===== src/rtl/td4_exec_ctrl_if.sv =====
// Host/core-facing signal bundle for the TD4 execution controller.
// Parameters DIV_W and CYC_W must match those of the td4_exec_ctrl instance.
interface td4_exec_ctrl_if #(
    parameter int DIV_W = 16,
    parameter int CYC_W = 16
);
    // Control pulses RUN / HALT_REQ / STEP are level-sampled on every rising
    // CLK edge.  A pulse is a request that is high for exactly one cycle.
    // There is no ready/acknowledge: a request that does not apply to the
    // current state is dropped.  EN is the only "valid" indication: it is
    // high in exactly the cycles whose PC/OPCODE/IM word is executed.
    logic             RUN;
    logic             HALT_REQ;
    logic             STEP;
    logic [DIV_W-1:0] DIV;
    logic [3:0]       PC;
    logic [3:0]       OPCODE;
    logic [3:0]       IM;
    logic [3:0]       BP_ADDR;
    logic             BP_VALID;

    logic             EN;
    logic [1:0]       STATE;
    logic             HALTED;
    logic [1:0]       HALT_CAUSE;
    logic [CYC_W-1:0] CYCLES;

    // Host / core side: drives requests and observed instruction word
    modport master (
        output RUN, HALT_REQ, STEP, DIV, PC, OPCODE, IM, BP_ADDR, BP_VALID,
        input  EN, STATE, HALTED, HALT_CAUSE, CYCLES
    );

    // Controller side
    modport slave (
        input  RUN, HALT_REQ, STEP, DIV, PC, OPCODE, IM, BP_ADDR, BP_VALID,
        output EN, STATE, HALTED, HALT_CAUSE, CYCLES
    );
endinterface


===== src/rtl/td4_exec_ctrl.sv =====
// TD4 execution controller: produces the datapath clock-enable EN and
// sequences IDLE / RUN / HALT / STEP, with a programmable issue divider,
// host halt, self-jump detection and a saturating executed-instruction count.
// Optional PC breakpoint is compiled in when TD4_BREAKPOINT_EN is defined.
module td4_exec_ctrl #(
    parameter int DIV_W = 16,
    parameter int CYC_W = 16
) (
    input  logic           CLK,
    input  logic           CLR,
    td4_exec_ctrl_if.slave bus
);

    typedef enum logic [1:0] {
        S_IDLE = 2'd0,
        S_RUN  = 2'd1,
        S_HALT = 2'd2,
        S_STEP = 2'd3
    } state_t;

    localparam logic [1:0] CAUSE_NONE = 2'd0;
    localparam logic [1:0] CAUSE_HREQ = 2'd1;
    localparam logic [1:0] CAUSE_BP   = 2'd2;
    localparam logic [1:0] CAUSE_SJMP = 2'd3;

    state_t           state_q, state_d;
    logic [DIV_W-1:0] cnt_q, cnt_d;
    logic [1:0]       cause_q, cause_d;
    logic [CYC_W-1:0] cycles_q, cycles_d;

    logic issue;
    logic selfjmp;
    logic bp_hit;
    logic stop;
    logic en;

    // Issue when the prescaler has counted DIV cycles; DIV may change live,
    // so compare with >= rather than ==.
    assign issue   = (cnt_q >= bus.DIV);
    assign selfjmp = (bus.OPCODE == 4'hF) && (bus.IM == bus.PC);

`ifdef TD4_BREAKPOINT_EN
    logic bp_skip_q, bp_skip_d;
    logic resume;

    // Leaving HALT through RUN or STEP; HALT_REQ takes precedence there.
    assign resume = (state_q == S_HALT) && !bus.HALT_REQ && (bus.RUN || bus.STEP);
    assign bp_hit = bus.BP_VALID && (bus.PC == bus.BP_ADDR) && !bp_skip_q;

    // Skip flag lets the instruction sitting on the breakpoint execute once
    always_comb begin
        bp_skip_d = bp_skip_q;
        if (en) begin
            bp_skip_d = 1'b0;
        end else if (resume) begin
            bp_skip_d = 1'b1;
        end
    end

    // Skip flag register
    always_ff @(posedge CLK) begin
        if (CLR) begin
            bp_skip_q <= 1'b0;
        end else begin
            bp_skip_q <= bp_skip_d;
        end
    end
`else
    logic unused_bp;
    assign unused_bp = ^{bus.BP_ADDR, bus.BP_VALID};
    assign bp_hit    = 1'b0;
`endif

    assign stop = bus.HALT_REQ || bp_hit;

    // State and counter registers
    always_ff @(posedge CLK) begin
        if (CLR) begin
            state_q  <= S_IDLE;
            cnt_q    <= '0;
            cause_q  <= CAUSE_NONE;
            cycles_q <= '0;
        end else begin
            state_q  <= state_d;
            cnt_q    <= cnt_d;
            cause_q  <= cause_d;
            cycles_q <= cycles_d;
        end
    end

    // Next-state, prescaler, halt cause and instruction counter
    always_comb begin
        state_d  = state_q;
        cnt_d    = cnt_q;
        cause_d  = cause_q;
        cycles_d = cycles_q;

        if (en && (cycles_q != {CYC_W{1'b1}})) begin
            cycles_d = cycles_q + CYC_W'(1);
        end

        case (state_q)
            S_IDLE: begin
                if (bus.HALT_REQ) begin
                    state_d = S_HALT;
                    cause_d = CAUSE_HREQ;
                end else if (bus.RUN) begin
                    state_d = S_RUN;
                    cnt_d   = '0;
                end else if (bus.STEP) begin
                    state_d = S_STEP;
                end
            end

            S_RUN: begin
                if (!issue) begin
                    if (bus.HALT_REQ) begin
                        state_d = S_HALT;
                        cause_d = CAUSE_HREQ;
                    end else begin
                        cnt_d = cnt_q + DIV_W'(1);
                    end
                end else begin
                    cnt_d = '0;
                    if (bus.HALT_REQ) begin
                        state_d = S_HALT;
                        cause_d = CAUSE_HREQ;
                    end else if (bp_hit) begin
                        // Breakpoint instruction is not executed
                        state_d = S_HALT;
                        cause_d = CAUSE_BP;
                    end else if (selfjmp) begin
                        // Self-jump executes once, then the core parks
                        state_d = S_HALT;
                        cause_d = CAUSE_SJMP;
                    end
                end
            end

            S_HALT: begin
                if (bus.HALT_REQ) begin
                    state_d = S_HALT;
                end else if (bus.RUN) begin
                    state_d = S_RUN;
                    cnt_d   = '0;
                    cause_d = CAUSE_NONE;
                end else if (bus.STEP) begin
                    state_d = S_STEP;
                end
            end

            S_STEP: begin
                // Single executed cycle; breakpoint and HALT_REQ not consulted
                state_d = S_HALT;
                if (selfjmp) begin
                    cause_d = CAUSE_SJMP;
                end
            end

            default: begin
                state_d = S_IDLE;
            end
        endcase
    end

    // Mealy clock-enable: executes in RUN issue cycles unless stopped, and in STEP
    always_comb begin
        en = 1'b0;
        if (!CLR) begin
            case (state_q)
                S_RUN:   en = issue && !stop;
                S_STEP:  en = 1'b1;
                default: en = 1'b0;
            endcase
        end
    end

    assign bus.EN         = en;
    assign bus.STATE      = state_q;
    assign bus.HALTED     = (state_q == S_HALT);
    assign bus.HALT_CAUSE = cause_q;
    assign bus.CYCLES     = cycles_q;

endmodule


===== src/flat_wrapper.sv =====
// flat-port wrapper written by rule: the top's interface ports become plain ports
module td4_exec_ctrl_flat 
#(
    parameter int DIV_W = 16,
    parameter int CYC_W = 16
)
  (CLK, CLR, bus_RUN, bus_HALT_REQ, bus_STEP, bus_DIV, bus_PC, bus_OPCODE, bus_IM, bus_BP_ADDR, bus_BP_VALID, bus_EN, bus_STATE, bus_HALTED, bus_HALT_CAUSE, bus_CYCLES);
  td4_exec_ctrl_if #(.DIV_W(DIV_W), .CYC_W(CYC_W)) bus_i ();
  input  logic CLK;
  input  logic CLR;
  input wire logic [$bits(bus_i.RUN)-1:0] bus_RUN;
  input wire logic [$bits(bus_i.HALT_REQ)-1:0] bus_HALT_REQ;
  input wire logic [$bits(bus_i.STEP)-1:0] bus_STEP;
  input wire logic [$bits(bus_i.DIV)-1:0] bus_DIV;
  input wire logic [$bits(bus_i.PC)-1:0] bus_PC;
  input wire logic [$bits(bus_i.OPCODE)-1:0] bus_OPCODE;
  input wire logic [$bits(bus_i.IM)-1:0] bus_IM;
  input wire logic [$bits(bus_i.BP_ADDR)-1:0] bus_BP_ADDR;
  input wire logic [$bits(bus_i.BP_VALID)-1:0] bus_BP_VALID;
  output wire logic [$bits(bus_i.EN)-1:0] bus_EN;
  output wire logic [$bits(bus_i.STATE)-1:0] bus_STATE;
  output wire logic [$bits(bus_i.HALTED)-1:0] bus_HALTED;
  output wire logic [$bits(bus_i.HALT_CAUSE)-1:0] bus_HALT_CAUSE;
  output wire logic [$bits(bus_i.CYCLES)-1:0] bus_CYCLES;
  assign bus_i.RUN = bus_RUN;
  assign bus_i.HALT_REQ = bus_HALT_REQ;
  assign bus_i.STEP = bus_STEP;
  assign bus_i.DIV = bus_DIV;
  assign bus_i.PC = bus_PC;
  assign bus_i.OPCODE = bus_OPCODE;
  assign bus_i.IM = bus_IM;
  assign bus_i.BP_ADDR = bus_BP_ADDR;
  assign bus_i.BP_VALID = bus_BP_VALID;
  assign bus_EN = bus_i.EN;
  assign bus_STATE = bus_i.STATE;
  assign bus_HALTED = bus_i.HALTED;
  assign bus_HALT_CAUSE = bus_i.HALT_CAUSE;
  assign bus_CYCLES = bus_i.CYCLES;
  td4_exec_ctrl #(.DIV_W(DIV_W), .CYC_W(CYC_W)) u_core (.CLK(CLK), .CLR(CLR), .bus(bus_i));
endmodule

===== config.mk =====
export PLATFORM = sky130hd
export DESIGN_NAME = td4_exec_ctrl_flat
export DESIGN_NICKNAME = d
export VERILOG_FILES = /design/src/rtl/td4_exec_ctrl_if.sv /design/src/rtl/td4_exec_ctrl.sv /design/src/flat_wrapper.sv
export SDC_FILE = /design/constraint.sdc
export NUM_CORES = 1
export LEC_CHECK = 0
export CORE_MARGIN = 2
export CORE_UTILIZATION = 54
export DETAILED_ROUTE_END_ITERATION = 8
export PLACE_DENSITY = 0.93
export SYNTH_ARGS = -nofsm -noshare
export SYNTH_HDL_FRONTEND = slang
export SYNTH_SLANG_ARGS = --single-unit

===== constraint.sdc =====
create_clock -name CLK -period 7.2 [get_ports CLK]
set_input_delay 1.44 -clock CLK [delete_from_list [all_inputs] [get_ports CLK]]
set_output_delay 1.44 -clock CLK [all_outputs]
set_load 0.02 [all_outputs]

Yosys cells after proc, flatten, opt, wreduce, memory -nomap -nowiden
Index checks and enable logic that the tools add are counted.
{"block": "totals", "ff_bits": 36, "word_cells": 53, "out_inout_bits": 22, "inputBits": 38}
{"block": "classes", "addsub": 2, "eq_ne": 14, "magnitude_cmp": 1, "muxes": 22, "n_reduce_logical": 10}
{"operator": "$mux W16", "count": 4}
{"operator": "$add A16 B1 Y16 const B", "count": 2}
{"operator": "$pmux W16 S2", "count": 1}
{"operator": "$mux W2", "count": 13}
{"operator": "$ge A16 B16 Y1", "count": 1}
{"operator": "$ne A16 B16 Y1 const B", "count": 1}
{"operator": "$ne A3 B2 Y1 const B", "count": 3}
{"operator": "$pmux W2 S4", "count": 1}
{"operator": "$ne A2 B2 Y1 const B", "count": 3}
{"operator": "$pmux W2 S3", "count": 1}
{"operator": "$eq A2 B2 Y1 const B", "count": 2}
{"operator": "$eq A4 B4 Y1", "count": 1}
{"operator": "$eq A4 B4 Y1 const B", "count": 1}
{"operator": "$ne A4 B1 Y1 const B", "count": 1}
{"operator": "$reduce_and A4 Y1", "count": 1}
{"operator": "$logic_and A1 B1 Y1", "count": 3}
{"operator": "$reduce_and A3 Y1", "count": 1}
{"operator": "$eq A2 B1 Y1 const B", "count": 1}
{"operator": "$logic_not A2 Y1", "count": 1}
{"operator": "$ne A2 B1 Y1 const B", "count": 1}
{"operator": "$pmux W1 S2", "count": 1}
{"operator": "$reduce_and A2 Y1", "count": 1}
{"operator": "$reduce_bool A2 Y1", "count": 1}
{"operator": "$reduce_or A2 Y1", "count": 1}
{"operator": "2 further kinds", "count": 2}

Longest topological paths before layout
{"block": "logic_depth", "depth_word": 6, "mapped_depth": 10, "ltp_nobuf": 8}

Worst setup path before layout
OpenSTA, ideal clock, no wires.
{"block": "synth_timing", "path_kind": "input-to-output", "start": "input port bus_DIV[15]", "end": "output port bus_EN", "path_slack_ps": 2526, "required_ps": 5760, "t_arrival_ps": 3234, "path_buffers": 2, "path_stages": 9, "path_cell_list": "inv_1 > ha_1 > nand4_2 > or3_2 > nand3_1 > nor4_4 > buf_4 > buf_4 > nor2_1"}
{"block": "synth_between", "elab_chain_len": 4}
{"element": "start, declared", "line_no": "flat_wrapper.sv:14", "text": "input wire logic [$bits(bus_i.DIV)-1:0] bus_DIV;"}
{"element": "$ge A16 B16 Y1", "line_no": "td4_exec_ctrl.sv:39", "text": "assign issue = (cnt_q >= bus.DIV);"}
{"element": "$logic_and A1 B1 Y1", "line_no": "td4_exec_ctrl.sv:171", "text": "S_RUN: en = issue && !stop;"}
{"element": "$pmux W1 S2", "line_no": "td4_exec_ctrl.sv:170", "text": "case (state_q)"}
{"element": "$mux W1", "line_no": "td4_exec_ctrl.sv:169", "text": "if (!CLR) begin"}
{"element": "end, declared", "line_no": "flat_wrapper.sv:20", "text": "output wire logic [$bits(bus_i.EN)-1:0] bus_EN;"}
No other way between the ends.

Final worst setup path
Ends and elaborated chain as after synthesis.

==> results.cfg <==
[logic_synthesis]
yosysTopAreaCell = dfxtp_1
synthTopCellsByArea = dfxtp_1, ha_1, a21oi_1
syn_inst = 301
async_flop_share_pct = 0
synth_edf_count = 0
synth_top_area_share_pct = 29.2
synth.distinct_cells = 52
yosysWarnings = 0
synth_area_um2 = 2470
synth.avg_cell_area_um2 = 8.20
synth_ff_type = dfxtp_1
synth_nets = 357
synth-seq-cells = 36
seq_area_frac_synth_pct = 29.2

[setup_path]
cpMaxStageDelayCell = clkdlybuf4s50_1
reg2reg_to = u_core.cnt_q[1]
rrSetupSlack_ns = 4.41
cp-end-kind = output pin
cpMostUsedCell = clkdlybuf4s50_1
crit_chain = clkdlybuf4s50_1, inv_1, ha_1, nand4_2, nor3_2, nor4b_4, nor4_4, buf_4, nor2_1, clkdlybuf4s50_1
cp-startpoint = bus_DIV[15]
endpoint = bus_EN
reg2reg_depth = 8
worst_path_largest_cell_delay_ns = 0.61
crit_required_ns = 5.76
start_kind = input pin
r2r-start = u_core.cnt_q[0]
arrival_ns = 4.19
crit_type = in -> out
crit_fanout = 26

[floorplan]
rows = 24
pin_count = 60
start_util_pct = 56.3
die_height_um = 71.6
die_area_um2 = 5130
die_w_um = 71.6
core_area_um2 = 4380

[pwr]
finalPower_w = 0.000427
pwr-share-seq_pct = 48.2
swShare_pct = 24.9
ir_worst_vdd_mv = 0.0705
powerDensity_nw_per_um2 = 138
internal_power_w = 0.000320
clkPwrFrac_pct = 36.4
p_comb_share_pct = 15.4
p_leak_nw = 1.13
switchingPower_w = 0.000106

[sta]
fin_crit_ns = 5.63
finalClockSkew_ns = 0.00748
setup_viol = 0
rsz0062_at_grt = false
final-max-slew-violation-count = 0
post-route-period-util_pct = 78.2
tns_ns = 0
worst_pin_slew_ns = 0.972
fmax_ghz = 0.178
slew_headroom_pct = 34.8
hold_viol = 0

[worst_hold_path]
min-delay-start = u_core.bus.CYCLES[4]
holdCritPathClass = reg -> reg

[global_routing]
gr-usage-all-layers_pct = 23.5
grt_pass1_vias = 2374
grt_pass1_wl_um = 9870
grt-ovfl-total = 0
antenna_found_initial = 0
grt_max_degree = 27

[drt]
highest_layer = met4
dr.pass1.iters = 4
met1_length_um = 2460
drt-initial-drc-count = 194
dr_wl_met3_um = 411
routed_wl_um = 5780
drc = 0
wl_met2_um = 2780
wl_per_cell_um = 14.3
vias = 2479
ant_nets = 0
vias_per_cell = 6.14

[clock_network]
path_clk_slew_ns = 0.07
cts_made_buffers = 5
clk_latency_ns = 0.29
post_cts_buffers = 0
cts_root_buffer = clkbuf_8
cts_sinks = 36
postCtsHoldBufs = 0
cts_resized = 0
cts_tree = built
cts-htree-levels = 2
clk_path_buf_depth = 2

[finish]
final_util_pct = 70.5
insertedDiodeCount = 0
area_growth_syn_to_layout_pct = 25.3
drive_gt1_share_pct = 8.24
fin_nets = 408
fin_area_um2 = 3090

[placement]
place_congestion = 0.776
dp_hpwl_um = 4180
numPortBuffers = 54
dpl_cell_area_um2 = 2990

[job]
drv_cap = 0

[outcome]
status = completed
-- stage by stage --
step	instances	setup WS (ns)	hold WS, ns
4_1_cts	404	1.57	0.506
5_1_grt	404	1.42	0.526
6_report	404	1.57	0.503
3_5_place_dp	397	1.59	0.494
3_3_place_gp	397	1.61	0.473
2_1_floorplan	301	2.53	0.456
-- power groups by stage --
stage	registers [W]	logic [W]	clock network (W)
after detailed placement	0.000210	0.0000654	0
after CTS	0.000206	0.0000658	0.000157
after floorplan	0.000211	0.0000367	0
after global placement	0.000210	0.0000630	0
final	0.000206	0.0000656	0.000155
after global routing	0.000206	0.0000722	0.000163
-- critical path: cells and delay by family --
family	cells	cell delay, ns
adder cells (fa/ha/maj)	1	0.32
buffers and inverters	4	1.33
AND/OR/NAND/NOR	5	1.09
-- placed cells by master, fill, tap and decap left out, drive strengths merged --
master	count
o311ai	3
o31a	1
a2111oi	2
nor2	19
a211oi	3
a21oi	30
o31ai	14
clkbuf	7
nand2	23
o41ai	1
a31oi	1
or4	14
clkdlybuf4s50	54
o21ba	1
nor4b	1
nand4	12
mux2i	3
mux2	2
o221ai	1
nor2b	4
and2	2
and3	4
dfxtp	36
nand2b	2
or2b	1
xnor2	4
or3	14
nand3	12
nor4	4
o21a	3
nor3	12
inv	26
ha	18
o21ai	15
buf	1
a2bb2oi	1
xor2	1
-- final cells by class --
type	count	area (µm²)
multi-input combinational	228	1560
fill	326	1290
inverter	26	97.6
tap	52	65.1
clock buffer	7	96.3
timing repair buffer	55	548
sequential	36	721
-- cells by family after synthesis --
family / share of synthesized area [%]
buffers and inverters: 7.45
DFF: 29.2
and+or+nand+nor: 29.3
AOI/OAI and AO/OA: 21.0
muxes: 2.13
adders and majority gates: 9.13
xor gates and xnor gates: 1.77
-- state kept, by name (all words and copies together) (netlist names) --
register,count
u_core.bus.HALT_CAUSE,2
u_core.cnt_q,16
u_core.bus.STATE,2
u_core.bus.CYCLES,16
-- layer usage --
layer  vias up  track usage (%)
met4         0             11.9
met2        93             39.9
met5         -                0
li1       1224                -
met1      1147             28.4
met3        15             4.36
-- how the worst min path moves through the flow --
stage	to	slack [ns]	depth (start not counted)
final	u_core.bus.CYCLES[4]	0.50	2
after global routing	u_core.bus.CYCLES[8]	0.53	1
after CTS	u_core.bus.CYCLES[4]	0.51	2
after detailed placement	u_core.bus.CYCLES[8]	0.49	1
after global placement	u_core.cnt_q[15]	0.47	2
after floorplan	u_core.cnt_q[15]	0.46	2
-- cells in the mapped netlist, types with 3 or more instances --
library cell / instances
o21ai_0: 14
nor2b_1: 4
nand4_1: 11
o31ai_1: 13
a211oi_1: 3
ha_1: 18
dfxtp_1: 36
a21oi_1: 28
nor3_1: 11
xnor2_1: 4
inv_1: 26
nor4_1: 3
clkbuf_1: 3
nand3_1: 12
nand2_1: 23
nor2_1: 19
and3_1: 4
o21a_1: 3
or3_1: 13
or4_1: 11
mux2i_1: 3
Power figures use the tool's default switching activity.
